## src/rtl/adam_aes_key_expand128.sv

```systemverilog
// Iterative AES-128 key schedule: one round key per cycle into an 11-entry register file
// that drives the encipher's round_keys bus directly.
//
// state     | meaning
// ----------+----------------------------------------------------------
// ST_IDLE   | ready=1, waiting for init; valid holds until init/zeroize
// ST_EXPAND | ready=0, rc=1..10 selects the round key written this edge
module adam_aes_key_expand128 (
    input  logic         clk,
    input  logic         reset_n,
    input  logic         init,
    input  logic         zeroize,
    input  logic [127:0] key,
    output logic         ready,
    output logic         valid,
    output logic [127:0] round_keys [0:10]
);

    localparam logic [0:0] ST_IDLE   = 1'b0;
    localparam logic [0:0] ST_EXPAND = 1'b1;

    localparam logic [7:0] SBOX [0:255] = '{
        8'h63, 8'h7c, 8'h77, 8'h7b, 8'hf2, 8'h6b, 8'h6f, 8'hc5, 8'h30, 8'h01, 8'h67, 8'h2b, 8'hfe, 8'hd7, 8'hab, 8'h76,
        8'hca, 8'h82, 8'hc9, 8'h7d, 8'hfa, 8'h59, 8'h47, 8'hf0, 8'had, 8'hd4, 8'ha2, 8'haf, 8'h9c, 8'ha4, 8'h72, 8'hc0,
        8'hb7, 8'hfd, 8'h93, 8'h26, 8'h36, 8'h3f, 8'hf7, 8'hcc, 8'h34, 8'ha5, 8'he5, 8'hf1, 8'h71, 8'hd8, 8'h31, 8'h15,
        8'h04, 8'hc7, 8'h23, 8'hc3, 8'h18, 8'h96, 8'h05, 8'h9a, 8'h07, 8'h12, 8'h80, 8'he2, 8'heb, 8'h27, 8'hb2, 8'h75,
        8'h09, 8'h83, 8'h2c, 8'h1a, 8'h1b, 8'h6e, 8'h5a, 8'ha0, 8'h52, 8'h3b, 8'hd6, 8'hb3, 8'h29, 8'he3, 8'h2f, 8'h84,
        8'h53, 8'hd1, 8'h00, 8'hed, 8'h20, 8'hfc, 8'hb1, 8'h5b, 8'h6a, 8'hcb, 8'hbe, 8'h39, 8'h4a, 8'h4c, 8'h58, 8'hcf,
        8'hd0, 8'hef, 8'haa, 8'hfb, 8'h43, 8'h4d, 8'h33, 8'h85, 8'h45, 8'hf9, 8'h02, 8'h7f, 8'h50, 8'h3c, 8'h9f, 8'ha8,
        8'h51, 8'ha3, 8'h40, 8'h8f, 8'h92, 8'h9d, 8'h38, 8'hf5, 8'hbc, 8'hb6, 8'hda, 8'h21, 8'h10, 8'hff, 8'hf3, 8'hd2,
        8'hcd, 8'h0c, 8'h13, 8'hec, 8'h5f, 8'h97, 8'h44, 8'h17, 8'hc4, 8'ha7, 8'h7e, 8'h3d, 8'h64, 8'h5d, 8'h19, 8'h73,
        8'h60, 8'h81, 8'h4f, 8'hdc, 8'h22, 8'h2a, 8'h90, 8'h88, 8'h46, 8'hee, 8'hb8, 8'h14, 8'hde, 8'h5e, 8'h0b, 8'hdb,
        8'he0, 8'h32, 8'h3a, 8'h0a, 8'h49, 8'h06, 8'h24, 8'h5c, 8'hc2, 8'hd3, 8'hac, 8'h62, 8'h91, 8'h95, 8'he4, 8'h79,
        8'he7, 8'hc8, 8'h37, 8'h6d, 8'h8d, 8'hd5, 8'h4e, 8'ha9, 8'h6c, 8'h56, 8'hf4, 8'hea, 8'h65, 8'h7a, 8'hae, 8'h08,
        8'hba, 8'h78, 8'h25, 8'h2e, 8'h1c, 8'ha6, 8'hb4, 8'hc6, 8'he8, 8'hdd, 8'h74, 8'h1f, 8'h4b, 8'hbd, 8'h8b, 8'h8a,
        8'h70, 8'h3e, 8'hb5, 8'h66, 8'h48, 8'h03, 8'hf6, 8'h0e, 8'h61, 8'h35, 8'h57, 8'hb9, 8'h86, 8'hc1, 8'h1d, 8'h9e,
        8'he1, 8'hf8, 8'h98, 8'h11, 8'h69, 8'hd9, 8'h8e, 8'h94, 8'h9b, 8'h1e, 8'h87, 8'he9, 8'hce, 8'h55, 8'h28, 8'hdf,
        8'h8c, 8'ha1, 8'h89, 8'h0d, 8'hbf, 8'he6, 8'h42, 8'h68, 8'h41, 8'h99, 8'h2d, 8'h0f, 8'hb0, 8'h54, 8'hbb, 8'h16
    };

    function automatic logic [31:0] sub_word(input logic [31:0] w);
        return {SBOX[w[31:24]], SBOX[w[23:16]], SBOX[w[15:8]], SBOX[w[7:0]]};
    endfunction

    logic [0:0]   state;
    logic [3:0]   rc;
    logic [7:0]   rcon;
    logic [127:0] prev_key;
    logic [127:0] next_key;
    logic [31:0]  t_word;
    logic [31:0]  w0_n;
    logic [31:0]  w1_n;
    logic [31:0]  w2_n;
    logic [31:0]  w3_n;

    // Outside rc=1..10 the step logic sees zero, so idle cycles never expose stale keys to the S-box.
    always_comb begin
        prev_key = '0;
        for (int i = 0; i < 10; i++) begin
            if (rc == 4'(i + 1)) begin
                prev_key = round_keys[i];
            end
        end
    end

    always_comb begin
        case (rc)
            4'd1:    rcon = 8'h01;
            4'd2:    rcon = 8'h02;
            4'd3:    rcon = 8'h04;
            4'd4:    rcon = 8'h08;
            4'd5:    rcon = 8'h10;
            4'd6:    rcon = 8'h20;
            4'd7:    rcon = 8'h40;
            4'd8:    rcon = 8'h80;
            4'd9:    rcon = 8'h1b;
            4'd10:   rcon = 8'h36;
            default: rcon = 8'h00;
        endcase
    end

    assign t_word   = sub_word({prev_key[23:0], prev_key[31:24]}) ^ {rcon, 24'h0};
    assign w0_n     = prev_key[127:96] ^ t_word;
    assign w1_n     = prev_key[95:64]  ^ w0_n;
    assign w2_n     = prev_key[63:32]  ^ w1_n;
    assign w3_n     = prev_key[31:0]   ^ w2_n;
    assign next_key = {w0_n, w1_n, w2_n, w3_n};

    always_ff @(posedge clk or negedge reset_n) begin
        if (!reset_n) begin
            state <= ST_IDLE;
            rc    <= 4'd0;
            ready <= 1'b1;
            valid <= 1'b0;
            for (int i = 0; i <= 10; i++) begin
                round_keys[i] <= '0;
            end
        end else if (zeroize) begin
            state <= ST_IDLE;
            rc    <= 4'd0;
            ready <= 1'b1;
            valid <= 1'b0;
            for (int i = 0; i <= 10; i++) begin
                round_keys[i] <= '0;
            end
        end else begin
            case (state)
                ST_IDLE: begin
                    if (init) begin
                        round_keys[0] <= key;
                        rc            <= 4'd1;
                        state         <= ST_EXPAND;
                        ready         <= 1'b0;
                        valid         <= 1'b0;
                    end
                end
                ST_EXPAND: begin
                    for (int i = 1; i <= 10; i++) begin
                        if (rc == 4'(i)) begin
                            round_keys[i] <= next_key;
                        end
                    end
                    rc <= rc + 4'd1;
                    if (rc == 4'd10) begin
                        state <= ST_IDLE;
                        ready <= 1'b1;
                        valid <= 1'b1;
                    end
                end
                default: begin
                    state <= ST_IDLE;
                    ready <= 1'b1;
                end
            endcase
        end
    end

endmodule

```

## config.mk

```make
export PLATFORM = sky130hd
export DESIGN_NAME = adam_aes_key_expand128
export DESIGN_NICKNAME = d
export VERILOG_FILES = /design/src/rtl/adam_aes_key_expand128.sv
export SDC_FILE = /design/constraint.sdc
export NUM_CORES = 2
export LEC_CHECK = 0
export BUFFER_PORTS_ARGS = -buffer_cell sky130_fd_sc_hd__clkbuf_2
export CORE_AREA = 2 2 604 606
export CTS_BUF_LIST = sky130_fd_sc_hd__clkbuf_8
export CTS_CLUSTER_DIAMETER = 200
export DETAILED_ROUTE_END_ITERATION = 8
export DIE_AREA = 0 0 606 608
export PLACE_DENSITY_LB_ADDON = 0.12
export SYNTH_ARGS = -nofsm -noshare
export SYNTH_HDL_FRONTEND = slang
export SYNTH_SLANG_ARGS = --single-unit
```

## constraint.sdc

```tcl
create_clock -name clk -period 5.4 [get_ports clk]
set_clock_uncertainty 0.1 [all_clocks]
set_input_delay 0.27 -clock clk [delete_from_list [all_inputs] [get_ports clk]]
set_output_delay 0.27 -clock clk [all_outputs]
set_load 0.01 [all_outputs]
```

* Word-level counts from Yosys, hierarchy flattened
Memory sizes are Yosys's and may differ from the RTL's.
Cells that the tools add are included.
** Operators by class
- Bitwise logic cells :: 10
- Equality and inequality tests :: 13
- Mux-type cells :: 44
- $mul :: 0
- Divide/modulo/power cells :: 0
- Reduce and logical (&&, ||, !) cells :: 24
- Shift-type cells :: 0
- Order comparisons :: 4
- $add $sub $neg :: 1
** Operators by type and width (number)
- 128-bit two-way mux :: 22
- 1408-bit two-way mux :: 1
- 1280-bit two-way mux :: 1
- 32-bit XOR :: 5
- 8-bit two-way mux :: 8
- 9-bit >= comparator (second input constant) :: 4
- 8-bit NOT with 9-bit output :: 4
- 2-bit AND reduction :: 12
- 2-bit nonzero test :: 12
- 4-bit by 3-bit == test with 1-bit output (second input constant) :: 4
- 4-bit == test (second input constant) :: 3
- 4-bit by 2-bit == test with 1-bit output (second input constant) :: 2
- 4-bit two-way mux :: 2
- 4-bit case mux with 2 select lines :: 1
- 1-bit two-way mux :: 7
- 4-bit by 1-bit adder with 4-bit output (second input constant) :: 1
- 4-bit by 1-bit == test with 1-bit output (second input constant) :: 1
- 1-bit case mux with 2 select lines :: 2
- 3-bit by 2-bit inequality test with 1-bit output (second input constant) :: 1
- 3-bit inequality test (second input constant) :: 1
- 2-bit inequality test (second input constant) :: 1
- 1-bit NOT :: 1
** Word-level totals
- Bits in latches :: 0
- Memories :: 5
- Word-level logic and storage cells :: 116
- Register bits after elaboration :: 1415
- Bits in writable memories :: 0
- Output and inout bits :: 1410
- Memory bits (read-only) :: 8320
** Memories
- (name not given) :: words 256, width 8, read ports 1, clocked after memory_dff 0, write ports 0, line 42 : return {SBOX[w[31:24]], SBOX[w[23:16]], SBOX[w[15:8]], SBOX[w[7:0]]};
- (name not given) :: words 256, width 8, read ports 1, clocked after memory_dff 0, write ports 0, line 42
- (name not given) :: words 256, width 8, read ports 1, clocked after memory_dff 0, write ports 0, line 42
- (name not given) :: words 256, width 8, read ports 1, clocked after memory_dff 0, write ports 0, line 42
- (name not given) :: words 16, width 8, read ports 1, clocked after memory_dff 0, write ports 0, line 67 : case (rc)

* Logic depth before layout (Yosys ltp)
- Depth after elaboration :: 23
- Mapped depth :: 28

* Worst setup path after synthesis
No wires, ideal clock.
- Path kind :: reg2reg
- Start :: register rc[0]
- End :: register round_keys[1035] (netlist bit)
- Period minus slack after synthesis :: 5965 ps
- Arrival :: 5740 ps
- Library setup time :: 125 ps
- Slack :: -565 ps
- Path buffers :: 8
- Data required time :: 5175 ps
- Stages on the path, launching flop included :: 24
- Path through :: dfrtp_1 -> ha_1 -> buf_2 -> buf_2 -> buf_2 -> buf_2 -> clkbuf_1 -> o21ai_0 -> o311a_1 -> o21a_1 -> clkbuf_1 -> buf_1 -> ha_1 -> clkbuf_1 -> inv_2 -> a211oi_2 -> o32ai_1 -> a211oi_1 -> a211oi_1 -> o311ai_1 -> xor2_1 -> mux2i_1 -> nor2_1 -> a2111oi_0
** On the way
- Longest elaborated chain between the ends :: 23
- Elaborated cells on any way between the ends :: 34
** Ends and longest elaborated chain
- from (decl) :: line 46 : logic [3:0] rc;
- from (signal assigned) :: line 123 : rc <= rc + 4'd1;
- 4-bit by 1-bit == test with 1-bit output :: line 60 : if (rc == 4'(i + 1)) begin
- 128-bit two-way mux (10 in series) :: line 60
- 8-bit NOT with 9-bit output (not written as such) :: line 42
- memory 256 x 8 bit
- 8-bit two-way mux (not written as such) (2 in series) :: line 42
- 32-bit XOR :: line 82 : assign t_word = sub_word({prev_key[23:0], prev_key[31:24]}) ^ {rcon, 24'h0};
- 32-bit XOR :: line 83 : assign w0_n = prev_key[127:96] ^ t_word;
- 32-bit XOR :: line 84 : assign w1_n = prev_key[95:64] ^ w0_n;
- 32-bit XOR :: line 85 : assign w2_n = prev_key[63:32] ^ w1_n;
- 32-bit XOR :: line 86 : assign w3_n = prev_key[31:0] ^ w2_n;
- 128-bit two-way mux :: line 119 : if (rc == 4'(i)) begin
- 1280-bit two-way mux :: line 107 : case (state)
- 1408-bit two-way mux :: line 98 : end else if (zeroize) begin
- to (signal, indexed assignment) :: line 120 : round_keys[i] <= next_key;
- to (decl) :: line 16 : output logic [127:0] round_keys [0:10]
Several ways; a longest one is shown, not always the timed one. The select of a mux whose other input is x is not followed.
A chain may end at the register's enable or synchronous reset.

* Worst setup path in the final report
- Start :: register rc[2]
- End :: register round_keys[18] (netlist bit)
Same word-level chain as after synthesis.

==> key figures <==
Status
  • Status: finished with violations
  • Failing checks: negative setup slack

Min path
  • Min-delay worst type: in -> async

Placed design
  • HPWL Detailed: 584900 um
  • Port Buffers: 1541
  • Pre-CTS setup slack: -1.531 ns
  • Placed cell area: 114600 sq um
  • GPL Wtd Cong: 0.9794
  • Placed cell count: 17590

Pwr
  • Sw Ratio: 39.39%
  • Clock share of power: 32.2%
  • Static Leak: 58.20 nW
  • Seq pwr share: 30.0%
  • Internal Power: 22.18 mW
  • Combinational power share: 37.8%
  • Total power: 36.59 mW
  • Pwr Density: 276.3 nW/um^2
  • Switching pwr: 14.41 mW
  • Peak VDD IR: 0.0001833 V

Flow run
  • Total of max-cap violations: 0

Clock network
  • CTS H-tree lvls: 5
  • CTS sink cnt: 1415
  • Clock buffer depth: 4
  • Worst-path clk slew: 0.07 ns
  • Later-pin clock latency in the skew report: 1.10 ns
  • Clk root buf: clkbuf_8
  • Num CTS Buffers: 290
  • CTS tree: done

Finish
  • Fillers: 37560
  • Fin cells: 18680
  • Util after Layout: 36.61%
  • Layout cells sized above 1: 38.60%
  • Reg area: 35420 sq um
  • Final instance area: 132400 sq um
  • Syn-to-layout area delta: 58.54%
  • Area of the multi-input gates: 49530 sq um
  • Fin nets: 13840

Critical path
  • Worst path most repeated cell: buf_4
  • Critical Path Max Stage Delay: 0.55 ns
  • Internal reg-to-reg setup slack: -0.34 ns
  • Crit start category: flop
  • CP max-delay cell: dfrtp_4
  • Crit end category: flop
  • RR Startpoint: rc[2]
  • R2r endpoint: round_keys[18]
  • R2R depth: 25
  • WP data required: 6.29 ns
  • Critical Path AT: 6.63 ns
  • Crit Path Category: reg -> reg
  • Worst Path Max Fanout: 10

Die
  • Die X: 606 um
  • Core Area: 361700 sq um
  • DIE HEIGHT: 608 um
  • Initial Utilization: 23.09%
  • Die Footprint: 368400 sq um
  • Number of top-level pins: 1542
  • # rows: 221

Synth
  • Post-synth EDFFs: 0
  • Syn_nets: 10330
  • Mapped Avg Cell Area: 8.234 sq um
  • Synth top area cells: dfrtp_1 42%, nand2_1 7.1%, a21oi_1 6.1%
  • Most frequent cells after synthesis: 1582 x nand2_1, 1414 x dfrtp_1, 1172 x nor2_1
  • Cell Area, Synth: 83520 sq um
  • Post-synthesis cell count: 10140
  • Most common cell in the netlist: nand2_1
  • Leading area contributor after synthesis: dfrtp_1
  • Synth warn: 0
  • Synth Flop Type: dfrtp_1
  • Netlist cell types: 109
  • Ys async rst share: 100.0%
  • Post-synth top area share: 42.37%
  • Flops & latches, synth: 1415
  • Seq/Total Area, Yosys: 42.40%

Drt
  • Drt drc: 0
  • Via density per instance: 5.714
  • TritonRoute pass-1 iters: 7
  • Via count: 106800
  • Remaining antenna violation count: 0
  • Iter 0 DRT Violations: 11930
  • Post-Route WL: 769700 um
  • DR WL/cell: 41.19 um

GRT
  • Largest net degree at the start of global routing: 196
  • First-pass GRT wire length: 992700 um
  • Grt ovf: 0
  • Total global-route track usage: 39.71%
  • Vias in the first global route: 101100
  • Antenna violations before repair: 50

Timing
  • Crit share post-route: 106.3%
  • RSZ-0062 raised after global routing: true
  • FMAX: 0.1742 GHz
  • Fin. Hold Viols: 0
  • Hold_ws: 0.08304 ns
  • Setup ws final: -0.3397 ns
  • Setup-failing EPs final: 691
  • Setup TNS Final: -70.11 ns
  • Slew margin rel.: 5.298%
  • Worst-Margin Slew: 1.421 ns
  • Final Max Tran Viols: 0
  • Tmin final: 5.740 ns
## cell type report
type                            instances  area share, %
Timing Repair Buffer                 4305          26.70
Inverter                               62         0.2268
Antenna cell                           27        0.05103
Sequential cell                      1415          26.75
Clock buffer                          356          3.700
Tap cell                             4794          4.530
Multi-Input combinational cell       7576          37.41
Clock inverter                        149         0.6369
## kinds of logic after synthesis
| family | share of synthesized area [%] |
|---|---|
| multiplexers | 0.8524 |
| AND/OR/NAND/NOR | 18.84 |
| buffers and inverters | 5.540 |
| AO/OA/AOI/OAI | 29.01 |
| adder cells (fa/ha/maj) | 0.8839 |
| XOR/XNOR | 2.478 |
| flip-flops | 42.40 |
## state kept, by name, indices dropped and copies added (netlist names)
| signal | count |
|---|---|
| state | 1 |
| rc | 4 |
| ready | 1 |
| valid | 1 |
| round_keys | 1408 |
## placed cells by master, fill, tap and decap left out, drive strengths merged, types with 139 or more instances in the layout
cell / n
nand3b: 139
a21oi: 1016
nand3: 146
a22o: 140
inv: 173
dfrtp: 1414
nand2: 1582
a22oi: 198
nor3: 345
a211oi: 549
buf: 2477
clkbuf: 1923
o211ai: 247
dlygate4sd3: 258
o21ai: 485
nor2: 1174
## per-layer routing
layer  track usage, %  part of all wire [%]
met5                0                 0.011
met4            26.74                   8.5
met3            7.702                   7.8
met2            61.63                    44
met1            49.83                    40
## worst max-delay path by stage
stage / start / end / slack [ns] / depth (start not counted)
after floorplan: rc[0] / round_keys[26] / 0.006 / 21
final: rc[2] / round_keys[18] / -0.34 / 25
after global placement: rc[0] / round_keys[18] / -1.67 / 25
after global routing: rc[1] / round_keys[649] / -0.45 / 28
after CTS: rc[1] / round_keys[23] / -0.40 / 26
after detailed placement: rc[1] / round_keys[18] / -1.53 / 25
## timing repair
action	4_1_cts	5_1_grt
resized for setup	322	1011
hold buffers	259	0
pin swaps	60	243
gates cloned	5	29
setup buffers	34	253
endpoints found under the setup margin	1244	1209
endpoints found under the hold margin	779	0
## power by group through the flow
| stage | Combinational [mW] | Sequential, mW | Clock (mW) |
|---|---|---|---|
| 3_3_place_gp | 11.5 | 11.2 | 0 |
| 6_report | 13.8 | 11.0 | 11.8 |
| 2_1_floorplan | 3.40 | 11.1 | 0 |
| 3_5_place_dp | 11.4 | 11.2 | 0 |
| 4_1_cts | 12.1 | 11.0 | 11.9 |
| 5_1_grt | 14.0 | 11.0 | 12.4 |
## critical path, delay by kind of cell (launching register included)
family                 cells  cell delay, ns
flip-flops                 1            0.55
XOR/XNOR                   2            0.67
AND/OR/NAND/NOR            6            0.92
AO/OA/AOI/OAI              5            1.15
buffers and inverters     12            2.28
Note: power is estimated with default switching activity, not from simulation.
